==> config.mk <==
export PLATFORM = sky130hd
export DESIGN_NAME = fadd_rr_arbiter
export DESIGN_NICKNAME = d
export VERILOG_FILES = /design/src/rtl/fadd_rr_arbiter.sv
export SDC_FILE = /design/constraint.sdc
export NUM_CORES = 1
export LEC_CHECK = 0
export CAP_MARGIN = 0
export CORE_AREA = 3 3 136 138
export DETAILED_ROUTE_END_ITERATION = 7
export DIE_AREA = 0 0 139 141
export DONT_BUFFER_PORTS = 1
export GPL_ROUTABILITY_DRIVEN = 0
export HOLD_SLACK_MARGIN = 0.02
export SETUP_SLACK_MARGIN = 0.1
export SYNTH_ARGS = -nofsm -noshare
export SYNTH_HDL_FRONTEND = slang
export SYNTH_SLANG_ARGS = --single-unit
==> constraint.sdc <==
create_clock -name clk -period 2.84 [get_ports clk]
set_clock_uncertainty 0.15 [all_clocks]
set_input_delay 0.568 -clock clk [delete_from_list [all_inputs] [get_ports clk]]
set_output_delay 0.568 -clock clk [all_outputs]
set_load 0.01 [all_outputs]
==> src/rtl/fadd_rr_arbiter.sv <==
// Packet-level round-robin arbiter sharing one axis_fadd; results return to their issuers via a tag FIFO.
// States: ST_ARB | pick next valid requester after last_grant (1-cycle bubble); ST_ISSUE | stream the granted packet until TLAST.
module fadd_rr_arbiter #(
  parameter int NREQ  = 3,
  parameter int DEPTH = 8,
  localparam int IDW  = $clog2(NREQ)
) (
  input  logic                     clk,
  input  logic                     rst,
  input  logic [NREQ*32-1:0]       REQ_A_TDATA,
  input  logic [NREQ*32-1:0]       REQ_B_TDATA,
  input  logic [NREQ-1:0]          REQ_TLAST,
  input  logic [NREQ-1:0]          REQ_TVALID,
  output logic [NREQ-1:0]          REQ_TREADY,
  output logic [31:0]              FADD_A_TDATA,
  output logic [31:0]              FADD_B_TDATA,
  output logic                     FADD_TLAST,
  output logic                     FADD_TVALID,
  input  logic                     FADD_A_TREADY,
  input  logic                     FADD_B_TREADY,
  input  logic [31:0]              FADD_OUT_TDATA,
  input  logic                     FADD_OUT_TLAST,
  input  logic                     FADD_OUT_TVALID,
  output logic                     FADD_OUT_TREADY,
  output logic [31:0]              RSP_TDATA,
  output logic                     RSP_TLAST,
  output logic [NREQ-1:0]          RSP_TVALID,
  input  logic [NREQ-1:0]          RSP_TREADY,
  output logic [$clog2(DEPTH):0]   inflight,
  output logic                     tag_err
);

  localparam int AW = $clog2(DEPTH);
  localparam int CW = AW + 1;

  typedef enum logic {ST_ARB, ST_ISSUE} state_t;

  state_t          state, state_nx;
  logic [IDW-1:0]  grant, grant_nx;
  logic [IDW-1:0]  last_grant, last_grant_nx;
  logic [IDW-1:0]  arb_pick, scan_idx;
  logic            arb_found;

  logic [IDW-1:0]  tag_mem [DEPTH];
  logic [AW-1:0]   wr_ptr, rd_ptr;
  logic [CW-1:0]   count;
  logic            fifo_full, fifo_empty;
  logic            push, pop;
  logic [IDW-1:0]  head;

  logic [31:0]     a_arr [NREQ];
  logic [31:0]     b_arr [NREQ];
  logic [NREQ-1:0] req_tready;
  logic [NREQ-1:0] rsp_tvalid;
  logic            fadd_tvalid;

  always_comb begin
    for (int r = 0; r < NREQ; r++) begin
      a_arr[r] = REQ_A_TDATA[r*32 +: 32];
      b_arr[r] = REQ_B_TDATA[r*32 +: 32];
    end
  end

  // Scan starts one past the previous owner so every requester gets a turn.
  always_comb begin
    arb_found = 1'b0;
    arb_pick  = last_grant;
    scan_idx  = last_grant;
    for (int i = 1; i <= NREQ; i++) begin
      scan_idx = IDW'((int'(last_grant) + i) % NREQ);
      if (!arb_found && REQ_TVALID[scan_idx]) begin
        arb_found = 1'b1;
        arb_pick  = scan_idx;
      end
    end
  end

  assign fifo_empty = (count == '0);
  assign fifo_full  = (count == CW'(DEPTH));

  always_comb begin
    state_nx      = state;
    grant_nx      = grant;
    last_grant_nx = last_grant;
    req_tready    = '0;
    fadd_tvalid   = 1'b0;
    push          = 1'b0;
    case (state)
      ST_ARB: begin
        if (arb_found) begin
          grant_nx = arb_pick;
          state_nx = ST_ISSUE;
        end
      end
      ST_ISSUE: begin
        fadd_tvalid       = REQ_TVALID[grant] & ~fifo_full;
        req_tready[grant] = FADD_A_TREADY & FADD_B_TREADY & ~fifo_full;
        push              = REQ_TVALID[grant] & FADD_A_TREADY & FADD_B_TREADY & ~fifo_full;
        if (push && REQ_TLAST[grant]) begin
          last_grant_nx = grant;
          state_nx      = ST_ARB;
        end
      end
      default: state_nx = ST_ARB;
    endcase
  end

  assign REQ_TREADY   = req_tready;
  assign FADD_TVALID  = fadd_tvalid;
  assign FADD_A_TDATA = a_arr[grant];
  assign FADD_B_TDATA = b_arr[grant];
  assign FADD_TLAST   = REQ_TLAST[grant];

  // Result side is steered only by the oldest outstanding tag.
  assign head = tag_mem[rd_ptr];

  always_comb begin
    rsp_tvalid       = '0;
    rsp_tvalid[head] = FADD_OUT_TVALID & ~fifo_empty;
  end

  assign RSP_TVALID      = rsp_tvalid;
  assign RSP_TDATA       = FADD_OUT_TDATA;
  assign RSP_TLAST       = FADD_OUT_TLAST;
  assign FADD_OUT_TREADY = RSP_TREADY[head] & ~fifo_empty;
  assign pop             = FADD_OUT_TVALID & FADD_OUT_TREADY;
  assign inflight        = count;

  always_ff @(posedge clk) begin
    if (rst) begin
      state      <= ST_ARB;
      grant      <= '0;
      last_grant <= IDW'(NREQ - 1);
      wr_ptr     <= '0;
      rd_ptr     <= '0;
      count      <= '0;
      tag_err    <= 1'b0;
    end else begin
      state      <= state_nx;
      grant      <= grant_nx;
      last_grant <= last_grant_nx;
      if (push) wr_ptr <= wr_ptr + AW'(1);
      if (pop)  rd_ptr <= rd_ptr + AW'(1);
      count <= count + CW'(push) - CW'(pop);
      if (FADD_OUT_TVALID && fifo_empty) tag_err <= 1'b1;
    end
  end

  always_ff @(posedge clk) begin
    if (push) tag_mem[wr_ptr] <= grant;
  end

endmodule

==> impl_results.md <==
- Leak: 1.22 nW
- Sw frac: 35.9%
- R2r setup slk: -20 ps
- FF-to-FF End: inflight[1]
- Initial antenna violation count: 1
- Non-filler cells, final: 626
- First-pass GRT wire length: 19200 microns
- Number of global-route vias before repair: 2727
- Power per Cell Area: 512 nW/um^2
- # IOs: 350
- Nets: 648
- TritonCTS sink count: 35
- Max transition margin: 60.6%
- Max-Cap Viols: 0
- Hold EP: grant[1]
- Synth Register Bits: 35
- Top cells by area, synth: mux2i_1 20%, edfxtp_1 13%, dfxtp_1 11%
- DRT Pass-1 Iters: 5
- Hold Path Origin: rst
- Peak supply drop: 323 uV
- GRT Total Usage: 13.5%
- RSZ-0062 raised after global routing: yes
- CTS tree: built
- Worst slew pin tran: 591 ps
- GR Overflow Total: 0
- Synthesized Nets: 684
- Max clock buf depth: 2
- Final Core Density: 22.2%
- Iter 0 DRT Violations: 158
- Post-Syn Instances: 435
- FILL cells: 1913
- Drt wl/cell: 23.9 microns
- Inst Count DP: 611
- Antenna-violating nets left: 0
- Sequential power share: 31.6%
- HPWL Detailed: 12700 microns
- Chip Height: 141 microns
- WS Path Type: reg -> reg
- Leading area contributor after synthesis: mux2i_1
- Synth warn: 0
- CP max stage delay: 520 ps
- Clock power share: 27.4%
- Max-slew violation count: 0
- Sequential area share after synthesis: 24.1%
- Int Power: 1.26 mW
- Failing checks: setup timing
- FF+latch area: 870 sq um
- Via count: 3060
- Die area: 19600 sq um
- Critical path cell sequence: mux4_2, mux2_4, nor4b_4, o2bb2ai_4, xnor2_1, ha_2, inv_2, fa_2, nor2_1
- DRC viols: 0
- FF-to-FF path depth: 9
- Fmax: 350 MHz
- Primary FF master, synth: dfxtp_1
- Crit. End Element: flip-flop
- Vias per inst: 4.89
- Slowest stage cell, crit path: fa_2
- Multi-input logic area: 2330 sq um
- Die X: 139 microns
- Status: finished with violations
- Hold path cells: 1
- Final Hold Viols: 0
- Area growth from synthesis to layout: 7.31%
- Final period utilization: 101%
- Finish-stage setup viols: 2
- EDFF count, synth: 16
- Worst endpoint required time: 2870 ps
- Final Cell Area: 3840 sq um
- Psw: 0.707 mW
- Total Routed Length: 15000 microns
- Total CTS buffers: 5
- Top-area cell type share of the netlist area: 19.9%
- Largest net degree at the start of global routing: 65
- Post-synth top cells: 71 x mux2i_1, 71 x nand2_1, 67 x o21ai_0
- Hold Crit Class: in -> reg
- Asr flop ratio synth: 0%
- PnR worst setup slack: -17.4 ps
- Critical Path Fanout Max: 4
- Share of cells above drive strength 1: 12.8%
- Mean post-synth cell area: 8.23 sq um
- Distinct cells, synth: 56
- FP Rows: 48
- Mapped Area: 3580 sq um
- CTS hold repair buffers: 0
- Clk_lat worst skew: 280 ps
- Reg clk slew, reported paths: 60 ps
- Combinational Power Share: 41.0%
- Arrival @ worst endpoint: 2890 ps
- Minimum clock period: 2860 ps
- CTS Root Buffer Type: clkbuf_16
- Buffers on Ports: 0
- Post-placement cell area: 3620 sq um
- Crit start category: flip-flop
- Initial Utilization: 20.7%
- # H-tree levels: 2
- CORE AREA: 17300 sq um
[flip-flops by register name, indices dropped and copies added (netlist names), named ones only]
name        count
last_grant      2
state           1
tag_mem        16
inflight        4
wr_ptr          3
rd_ptr          3
grant           2
tag_err         1
[stage by stage]
stage / power (mW) / TNS [ps] / worst slack [ps] / hold slack, ps
finish: 1.97 / -27.5 / -17.4 / 201
global placement: 1.39 / -29.6 / -29.6 / 323
global route: 2.09 / -338 / -118 / 193
detailed placement: 1.39 / -69.0 / -69.0 / 333
CTS: 1.98 / -139 / -48.4 / 191
floorplan: 1.26 / -106 / -69.4 / 312
[cell families after synthesis]
family	count (synthesis)	share of synthesized area (%)
muxes	83	26.0
buffers and inverters	73	11.5
xor gates and xnor gates	4	0.979
AOI/OAI and AO/OA	90	14.6
adders and majority gates	11	3.99
DFF	35	24.1
and+or+nand+nor	139	18.9
[worst max-delay path: cells and delay by family, from the launching register on]
family                   cells  cell delay, ps
flip-flops                   1             370
XOR/XNOR                     1             140
buffers and inverters        1              40
adder cells (fa/ha/maj)      2             730
AND/OR/NAND/NOR              2             340
multiplexers                 2             830
AO/OA/AOI/OAI                1             170
[worst max-delay path by stage]
stage | from | endpoint | cells after the start
after CTS | flip-flop | inflight[3] | 11
after global placement | flip-flop | inflight[2] | 10
after detailed placement | flip-flop | inflight[2] | 10
final | flip-flop | inflight[1] | 9
after global routing | flip-flop | inflight[2] | 10
after floorplan | flip-flop | inflight[2] | 10
[cell usage in the layout, fill, tap and decap left out, types with 3 or more instances in the layout]
cell	synthesis	final
nor2b_1	5	4
nor2_1	24	22
nand3_1	4	4
o21ai_0	67	67
clkbuf_16	0	5
nand2b_1	6	6
dfxtp_1	19	16
mux2i_1	71	71
nor4bb_1	3	3
edfxtp_1	16	16
nor3_1	4	4
nor3b_1	3	3
mux4_2	0	4
mux2_4	3	4
buf_4	33	16
a21oi_1	8	7
ha_1	9	8
nand2_1	71	71
inv_1	11	10
and3_1	3	3
[layer usage]
layer | vias up | routed length (microns) | GRT usage, %
li1 | 1438 | - | -
met1 | 1405 | 5190 | 14.9
met2 | 199 | 7590 | 23.7
met3 | 18 | 1450 | 4.38
met4 | 0 | 746 | 6.54
met5 | - | 0 | 0
[area by class of cell]
type	instances	share of cell area, %
diodes	1	0.0652
clock buffers	7	3.71
clock inverters	1	0.130
inverters	11	1.08
multi-input cells	327	60.6
flip-flops and latches	35	22.6
well taps	225	7.33
repair buffers	19	4.46
[power groups by stage]
stage / combinational, mW / clock [mW] / sequential, mW
after floorplan: 0.640 / 0 / 0.625
after global placement: 0.753 / 0 / 0.634
after detailed placement: 0.758 / 0 / 0.635
after CTS: 0.801 / 0.555 / 0.624
after global routing: 0.884 / 0.576 / 0.630
final: 0.807 / 0.539 / 0.621
[timing repair]
item	in CTS	in global routing
setup endpoints to repair	4	7
gates resized for setup	9	2
buffers inserted	5	1
pin swaps	5	2
No activity file was read; power rests on OpenSTA's default activity.
